[src/rtl/hazard_pkg.sv]
// Shared types and constants for the pipeline hazard sequencing controller.
package hazard_pkg;

  typedef enum logic [1:0] {
    ST_INIT    = 2'd0,
    ST_RUN     = 2'd1,
    ST_DISCARD = 2'd2
  } state_t;

  localparam int REG_ZERO = 0;

  function automatic int cnt_width(input int mem_timeout);
    return $clog2(mem_timeout + 1);
  endfunction

endpackage

[src/rtl/hazard_lu_detect.sv]
// Combinational load-use detector: a load in EX whose destination feeds the instruction in ID.
module hazard_lu_detect
  import hazard_pkg::*;
#(
  parameter int REG_W = 5
) (
  input  logic [REG_W-1:0] rs1,
  input  logic [REG_W-1:0] rs2,
  input  logic             rs1_used,
  input  logic             rs2_used,
  input  logic [REG_W-1:0] ex_rd,
  input  logic             ex_mem_read,
  output logic             load_use
);

  logic rd_live;
  logic hit1;
  logic hit2;

  // x0 is hardwired to zero, so a load targeting it never creates a dependency.
  assign rd_live  = ex_mem_read && (ex_rd != REG_W'(REG_ZERO));
  assign hit1     = rs1_used && (rs1 == ex_rd);
  assign hit2     = rs2_used && (rs2 == ex_rd);
  assign load_use = rd_live && (hit1 || hit2);

endmodule

[src/rtl/hazard_ctrl.sv]
// Pipeline hazard controller: per-stage enable/flush from load-use, branch, fetch and dmem-wait hazards.
// Optional HAZ_PERF_CNT_EN adds stall-cycle and branch-flush performance counters.
module hazard_ctrl
  import hazard_pkg::*;
#(
  parameter int REG_W       = 5,
  parameter int MEM_TIMEOUT = 64
) (
  input  logic             clk,
  input  logic             rst_n,
  input  logic [REG_W-1:0] id_rs1,
  input  logic [REG_W-1:0] id_rs2,
  input  logic             id_rs1_used,
  input  logic             id_rs2_used,
  input  logic [REG_W-1:0] id_ex_rd,
  input  logic             id_ex_mem_read,
  input  logic             ex_branch_taken,
  input  logic             imem_ready,
  input  logic             dmem_req,
  input  logic             dmem_ready,
  output logic             pc_en,
  output logic             if_id_en,
  output logic             id_ex_en,
  output logic             ex_mem_en,
  output logic             mem_wb_en,
  output logic             if_id_flush,
  output logic             id_ex_flush,
  output logic             err_timeout
`ifdef HAZ_PERF_CNT_EN
  ,
  output logic [31:0]      perf_stall_cycles,
  output logic [31:0]      perf_flush_events
`endif
);

  localparam int CNT_W = cnt_width(MEM_TIMEOUT);

  state_t           state_q;
  state_t           state_d;
  logic [CNT_W-1:0] cnt_q;
  logic             err_q;
  logic             dmem_busy;
  logic             load_use;
  logic             hit_limit;

  assign dmem_busy = dmem_req && !dmem_ready;

  hazard_lu_detect #(
    .REG_W (REG_W)
  ) u_lu_detect (
    .rs1         (id_rs1),
    .rs2         (id_rs2),
    .rs1_used    (id_rs1_used),
    .rs2_used    (id_rs2_used),
    .ex_rd       (id_ex_rd),
    .ex_mem_read (id_ex_mem_read),
    .load_use    (load_use)
  );

  always_ff @(posedge clk or negedge rst_n) begin
    if (!rst_n) begin
      state_q <= ST_INIT;
    end else begin
      state_q <= state_d;
    end
  end

  always_comb begin
    state_d     = state_q;
    pc_en       = 1'b0;
    if_id_en    = 1'b0;
    id_ex_en    = 1'b0;
    ex_mem_en   = 1'b0;
    mem_wb_en   = 1'b0;
    if_id_flush = 1'b0;
    id_ex_flush = 1'b0;
    case (state_q)
      ST_INIT: begin
        if_id_flush = 1'b1;
        id_ex_flush = 1'b1;
        state_d     = ST_RUN;
      end
      ST_RUN: begin
        if (dmem_busy) begin
          // Full freeze: EX is held, so a pending branch is re-evaluated later.
        end else if (ex_branch_taken) begin
          pc_en       = 1'b1;
          if_id_en    = 1'b1;
          id_ex_en    = 1'b1;
          ex_mem_en   = 1'b1;
          mem_wb_en   = 1'b1;
          if_id_flush = 1'b1;
          id_ex_flush = 1'b1;
          if (!imem_ready) begin
            state_d = ST_DISCARD;
          end
        end else if (load_use) begin
          id_ex_en    = 1'b1;
          ex_mem_en   = 1'b1;
          mem_wb_en   = 1'b1;
          id_ex_flush = 1'b1;
        end else if (!imem_ready) begin
          if_id_en    = 1'b1;
          id_ex_en    = 1'b1;
          ex_mem_en   = 1'b1;
          mem_wb_en   = 1'b1;
          if_id_flush = 1'b1;
        end else begin
          pc_en       = 1'b1;
          if_id_en    = 1'b1;
          id_ex_en    = 1'b1;
          ex_mem_en   = 1'b1;
          mem_wb_en   = 1'b1;
        end
      end
      ST_DISCARD: begin
        if (!dmem_busy) begin
          id_ex_en    = 1'b1;
          ex_mem_en   = 1'b1;
          mem_wb_en   = 1'b1;
          if_id_flush = 1'b1;
        end
        // The wrong-path word arrives now and is never loaded into IF/ID.
        if (imem_ready) begin
          state_d = ST_RUN;
        end
      end
      default: begin
        state_d = ST_INIT;
      end
    endcase
  end

  // The flag is visible in the busy cycle that brings the count to the limit.
  assign hit_limit   = dmem_busy && (cnt_q >= CNT_W'(MEM_TIMEOUT - 1));
  assign err_timeout = err_q || hit_limit;

  always_ff @(posedge clk or negedge rst_n) begin
    if (!rst_n) begin
      cnt_q <= '0;
      err_q <= 1'b0;
    end else begin
      if (!dmem_busy) begin
        cnt_q <= '0;
      end else if (cnt_q != CNT_W'(MEM_TIMEOUT)) begin
        cnt_q <= cnt_q + 1'b1;
      end
      if (hit_limit) begin
        err_q <= 1'b1;
      end
    end
  end

`ifdef HAZ_PERF_CNT_EN
  always_ff @(posedge clk or negedge rst_n) begin
    if (!rst_n) begin
      perf_stall_cycles <= '0;
      perf_flush_events <= '0;
    end else begin
      if ((state_q != ST_INIT) && !pc_en) begin
        perf_stall_cycles <= perf_stall_cycles + 32'd1;
      end
      if ((state_q == ST_RUN) && !dmem_busy && ex_branch_taken) begin
        perf_flush_events <= perf_flush_events + 32'd1;
      end
    end
  end
`endif

endmodule
[config.mk]
export PLATFORM = sky130hd
export DESIGN_NAME = hazard_ctrl
export DESIGN_NICKNAME = d
export VERILOG_FILES = /design/src/rtl/hazard_pkg.sv /design/src/rtl/hazard_lu_detect.sv /design/src/rtl/hazard_ctrl.sv
export SDC_FILE = /design/constraint.sdc
export NUM_CORES = 1
export LEC_CHECK = 0
export ABC_CLOCK_PERIOD_IN_PS = 1700
export CAP_MARGIN = 20
export CORE_ASPECT_RATIO = 1.2
export CORE_MARGIN = 2
export CORE_UTILIZATION = 35
export DETAILED_ROUTE_END_ITERATION = 10
export HOLD_SLACK_MARGIN = 0.15
export PLACE_DENSITY = 0.69
export REMOVE_ABC_BUFFERS = 1
export SLEW_MARGIN = 15
export SYNTH_ARGS = -nofsm -noshare
export SYNTH_HDL_FRONTEND = slang
export SYNTH_SLANG_ARGS = --single-unit
[constraint.sdc]
create_clock -name clk -period 1.7 [get_ports clk]
set_clock_uncertainty 0.2 [all_clocks]
set_input_delay 0.34 -clock clk [delete_from_list [all_inputs] [get_ports clk]]
set_output_delay 0.34 -clock clk [all_outputs]
set_load 0.01 [all_outputs]
==> flow_summary.toml <==
[status]
status = "complete, but fails checks"
violations = "negative setup slack"

[place]
port-buffer-count = 31
detailedPlacementHpwl_um = 1750
place.gp.congestion = 0.808
placed_cells_incl_taps = 171
dp_slack_ns = -1.19

[routing]
ant_nets = 0
first_iter_violations = 10
drt_drc_violations_left = 0
detail_route.first_pass.iterations = 3
vias = 860
wire_per_inst_um = 12.8
wirelength_um = 2290
vias_per_cell = 4.80

[global_routing]
grt_pass1_vias = 911
grt_pass1_wl_um = 3510
gr-total-overflow = 0
grt_antenna_before_repair = 0
grt_usage_pct = 17.9
maximum_number_of_pins_on_one_net_before_global_route_repair = 11

[logic_synthesis]
synthMostInstantiatedCell = "sky130_fd_sc_hd__xnor2_1"
synth.yosys.warnings = 0
synth_simple_gate_area_share_pct = 18.3
number_of_enable_type_register_cells_in_the_synthesized_netlist = 0
syn_std_cell_area_um2 = 813
post_synth_xor_area_fraction_pct = 17.2
post_synth_mux_area_share_pct = 3.85
syn_inst = 90
yosys.area_share.adder_pct = 10.8
post_synth.cell_area_avg_um2 = 9.04
synth_compound_gate_area_share_pct = 13.5
synth.top_cells.by_count = "sky130_fd_sc_hd__xnor2_1 (12), sky130_fd_sc_hd__dfrtp_1 (10), sky130_fd_sc_hd__nor2_1 (9), sky130_fd_sc_hd__ha_1 (7), sky130_fd_sc_hd__inv_1 (7)"
ys_top_cells_by_area = "sky130_fd_sc_hd__dfrtp_1 (31%), sky130_fd_sc_hd__xnor2_1 (13%), sky130_fd_sc_hd__ha_1 (11%), sky130_fd_sc_hd__xor2_1 (4.3%), sky130_fd_sc_hd__nor2_1 (4.2%)"
async_set_or_reset_register_ratio_after_synthesis_pct = 100
synth_top_flop_cell = "sky130_fd_sc_hd__dfrtp_1"
combinational_family_with_the_most_area_after_synthesis = "simple AND/OR/NAND/NOR gates"
synth_largest_type_area_fraction_pct = 30.8
synth_seq_cells = 10
netlist-cell-type-count = 30
top_cell_type_by_total_area_after_synthesis = "sky130_fd_sc_hd__dfrtp_1"
synth-seq-area-share_pct = 30.8

[die]
floorplan.rows = 19
die_area_mm2 = 0.00273
initial_core_util_pct = 36.0
boundaryPins = 32
floorplan.core_area_mm2 = 0.00226
floorplan.die.height_um = 56.8
dieWidth_um = 48.0

[clock_network]
cts-root-to-sink-buffers = 2
cts_max_level = 1
clock_slew_at_the_register_clock_pins_of_the_worst_setup_and_hold_paths_ns = 0.06
ctsRootBufferMaster = "sky130_fd_sc_hd__clkbuf_4"
clk-insertion-delay-late_ns = 0.26
cts_tree = "done"
cts_num_sinks = 10
cts_inserted_buffers = 3

[timing]
fin_tns_setup_ns = -2.91
grt_setup_unrepaired = "yes"
clock.fmax_ghz = 0.482
timing_max_transition_violations_final = 0
finalSetupViolations = 13
hold_ws_ns = 0.200
worstMarginPinSlew_ns = 0.477
final_period_minus_worst_setup_slack_ns = 2.08
timing.max_slew.rel_slack_pct = 68.1
timing.final.hold_violations = 0
post-route-period-util_pct = 122
setup_slack_ns = -0.376

[cells_and_area]
num-nets-final = 181
areaGrowthSynthToFinish_pct = 77.2
fin_cells = 179
ff_latch_area_um2 = 251
number_of_filler_instances_in_the_final_layout = 193
multi_input_logic_area_um2 = 642
insertedDiodeCount = 0
layout-drive-gt1-share_pct = 52.7

[critical_path]
timing.setup.critical_path_class = "in -> out"
max_stage_delay_ns = 0.53
reg2regPathDepth = 5
critPathSlowestCell = "sky130_fd_sc_hd__or4_4"
worst_setup_start_kind = "input port"
worstReg2RegStart = "cnt_q[2]"
cp.arrival_ns = 1.54
worst-r2r-setup-slack_ns = -0.20
critical_path.cell_chain = "buf_8 > or4_4 > o21a_1 > nand2_1 > o41a_1 > buf_2"
critPathRequiredTime_ns = 1.16
endpoint_kind = "output pin"
critical_path_peak_fanout = 3
timing.rr.end = "cnt_q[1]"

[run]
maxCapViolations = 0

[power]
leakagePower_uw = 0.000675
power_density_mw_per_mm2 = 947
vdd_drop_max_uv = 835

[min_path]
class_of_the_most_critical_hold_timing_path = "in -> async"
critical path: cells and delay by family:
family / cells / cell delay (ns)
buffers and inverters: 2 / 0.23
AOI/OAI and AO/OA: 2 / 0.34
and+or+nand+nor: 2 / 0.62
sequential cells by signal, indices dropped and copies added, names as in the netlist:
name	count
err_q	1
cnt_q	7
state_q	2
cell usage in the layout, fill, tap and decap left out, types with 2 or more instances in the layout:
cell type	count
sky130_fd_sc_hd__nor2_2	3
sky130_fd_sc_hd__dlygate4sd2_1	4
sky130_fd_sc_hd__dfrtp_1	9
sky130_fd_sc_hd__xnor2_1	8
sky130_fd_sc_hd__nor2_1	6
sky130_fd_sc_hd__buf_4	23
sky130_fd_sc_hd__mux2i_1	2
sky130_fd_sc_hd__buf_8	2
sky130_fd_sc_hd__xnor2_2	4
sky130_fd_sc_hd__nand2_1	5
sky130_fd_sc_hd__a21oi_1	2
sky130_fd_sc_hd__nand4_1	2
sky130_fd_sc_hd__buf_2	16
sky130_fd_sc_hd__buf_6	8
sky130_fd_sc_hd__clkdlybuf4s50_1	4
sky130_fd_sc_hd__xor2_1	4
sky130_fd_sc_hd__ha_4	3
sky130_fd_sc_hd__clkbuf_4	3
sky130_fd_sc_hd__ha_1	3
sky130_fd_sc_hd__o21bai_1	4
sky130_fd_sc_hd__o21a_1	2
sky130_fd_sc_hd__inv_1	5
sky130_fd_sc_hd__nand3_1	4
layer usage:
layer / wire (µm) / GRT usage, % / up-vias
li1: - / - / 423
met1: 799 / 17.0 / 403
met2: 1260 / 34.7 / 32
met3: 207 / 3.54 / 2
met4: 22 / 5.79 / 0
met5: 0 / 0 / -
power by group:
part / internal [µW] / leakage [µW] / switching, µW
logic: 520 / 0.000529 / 380
clock network: 81.7 / 0.0000138 / 77.5
registers: 269 / 0.000133 / 36.3
total: 871 / 0.000675 / 494
how the worst max path moves through the flow:
stage | end | depth (start not counted) | slack, ns | from
floorplan | if_id_en | 3 | -0.14 | id_ex_rd[1]
global placement | if_id_flush | 6 | -1.13 | id_ex_rd[3]
detailed placement | if_id_flush | 6 | -1.19 | id_ex_rd[3]
CTS | if_id_flush | 6 | -0.41 | id_ex_rd[2]
global route | if_id_flush | 6 | -0.43 | id_ex_rd[3]
finish | if_id_flush | 6 | -0.38 | id_ex_rd[3]
what timing repair did:
action	in CTS	in global routing
endpoints found under the setup margin	15	15
gates resized for setup	125	11
hold buffers	0	0
setup buffers	2	3
pin swaps	31	16
kinds of logic after synthesis:
logic type | count (synthesis)
flip-flops | 10
buffers and inverters | 10
AO/OA/AOI/OAI | 16
multiplexers | 3
AND/OR/NAND/NOR | 28
adder cells (fa/ha/maj) | 7
XOR/XNOR | 16
per-stage QoR:
step | area (µm²) | util (%) | total power (µW)
finish | 1440 | 63.8 | 1360
CTS | 1370 | 60.7 | 1270
floorplan | 795 | - | 637
global route | 1440 | 63.8 | 1480
detailed placement | 1310 | 58.0 | 1080
global placement | 1310 | 58.0 | 1070
cell type report:
class | instances | share of cell area [%]
flip-flops and latches | 10 | 17.4
repair buffers | 58 | 31.8
well taps | 31 | 2.69
clock buffers | 3 | 1.56
inverters | 7 | 2.00
multi-input cells | 70 | 44.5
No activity file was read; power rests on OpenSTA's default activity.
==> RTL edit (config.mk and constraints unchanged) <==
Add a define of `HAZ_PERF_CNT_EN`.
--- a/src/rtl/hazard_ctrl.sv
+++ b/src/rtl/hazard_ctrl.sv
@@ -1,5 +1,7 @@
 // Pipeline hazard controller: per-stage enable/flush from load-use, branch, fetch and dmem-wait hazards.
 // Optional HAZ_PERF_CNT_EN adds stall-cycle and branch-flush performance counters.
+`define HAZ_PERF_CNT_EN
+
 module hazard_ctrl
   import hazard_pkg::*;
 #(
Formal check against the unedited RTL (old outputs only; new: perf_flush_events and perf_stall_cycles): equivalent (Yosys induction, for registers that start in step).
==> RTL edit against the original RTL <==
The flow still finishes with violations (negative setup slack); clock power rose to 11 times the old value; sequential cell count rose by 64; area after synthesis rose to 4.7 times the old value; design area grew to 4.8 times the old value; critical path depth rose by 1; sequential share of layout area rose by 9.5 points; setup slack got worse by 81 ps; utilization up 1.1 points; cell count grew to 4.1 times the old value; power grew to 5.3 times the old value; routed wire length rose to 5.1 times the old value.
==> RTL edit: results (changes against the original RTL) <==
| Metric | Value |
|---|---|
| Outcome | complete, but fails checks |
| Violated checks | negative setup slack |
| Non-Filler Instances | 732 (+310%) |
| Grt met1 use | 0.204 (+0.0335) |
| Sequential area share after synthesis | 0.482 (+0.174) |
| Gr usage total | 0.184 (+0.00473) |
| Post-Syn Instances | 359 (+300%) |
| Final setup TNS | -17270 ps (-14360 ps) |
| Vias per cell | 4.93 (+2.5%) |
| Final setup violation count | 68 (+55) |
| Largest net degree at the start of global routing | 75 (+64) |
| Number of global-route vias before repair | 3874 (+330%) |
| Int Power | 4.86 mW (+460%) |
| Crit. Startpoint | id_ex_rd[2] |
| FF-to-FF End | perf_stall_cycles[31]$_DFFE_PN0P_ |
| Post-CTS Resized | 225 (+80%) |
| DP Wirelength | 7.05 mm (+300%) |
| Lkg Pwr | 3.21 nW (+380%) |
| Peak fanout along the critical path | 4 (+1) |
| Dpl cells | 674 (+290%) |
| R2R cell count | 8 (+3) |
| Fin worst setup slack | -458 ps (-81.3 ps) |
| Layout cell share with drive strength beyond 1 | 0.476 (-0.0511) |
| Cts hold-fix bufs | 1 (+1) |
| Top cells by area, synth | dfrtp_1, xnor2_1, xor2_1 |
| Inserted Clock Buffers | 9 (+6) |
| Setup bufs post-CTS | 21 (+19) |
[RTL edit: changes by cell type in the layout (fill, tap and decap cells not counted), moves of 9 or more]
cell	change
dlygate4sd2_1	+37
buf_6	+22
clkdlybuf4s15_1	+21
dfrtp_1	+63
clkbuf_16	+11
nand2_1	+17
nand4_1	+13
nand3_1	+9
clkbuf_2	+12
xor2_1	+34
xnor2_1	+20
nor4_4	+15
buf_4	+89
[RTL edit: power groups by stage]
stage | registers, mW | logic (mW) | clock network (mW)
floorplan | 2.23 | 0.856 | 0
global placement | 2.10 | 2.32 | 0
detailed placement | 2.11 | 2.35 | 0
CTS | 2.08 | 2.72 | 1.78
global route | 2.11 | 3.69 | 1.85
finish | 2.09 | 3.45 | 1.74
[RTL edit: per-stage QoR]
step | util | hold WS (ps) | worst slack, ps | total power [mW]
floorplan | - | -156 | -566 | 3.09
global placement | 0.534 | 189 | -1200 | 4.43
detailed placement | 0.534 | 197 | -1240 | 4.47
CTS | 0.599 | 275 | -453 | 6.58
global route | 0.649 | 282 | -548 | 7.65
finish | 0.649 | 270 | -458 | 7.28
[RTL edit: kinds of logic after synthesis]
family                     after synthesis  share of synthesized area
adders and majority gates                8                     0.0261
and+or+nand+nor                        160                      0.247
buffers and inverters                   18                     0.0270
DFF                                     74                      0.482
xor gates and xnor gates                76                      0.173
AOI/OAI and AO/OA                       21                     0.0391
muxes                                    2                    0.00586
[RTL edit: metal layers]
metal / vias to the layer above / routed length (µm)
li1: 1721 / -
met1: 1764 / 4440
met2: 102 / 6410
met3: 19 / 463
met4: 0 / 291
met5: - / 0
[RTL edit: area by class of cell]
type                       count  area (µm²)
clock inverter                 3        15.0
timing repair buffer         238        2080
fill                         864        3730
clock buffer                  13         250
tap                          129         161
inverter                       8        30.0
multi-input combinational    267        2500
sequential                    74        1850
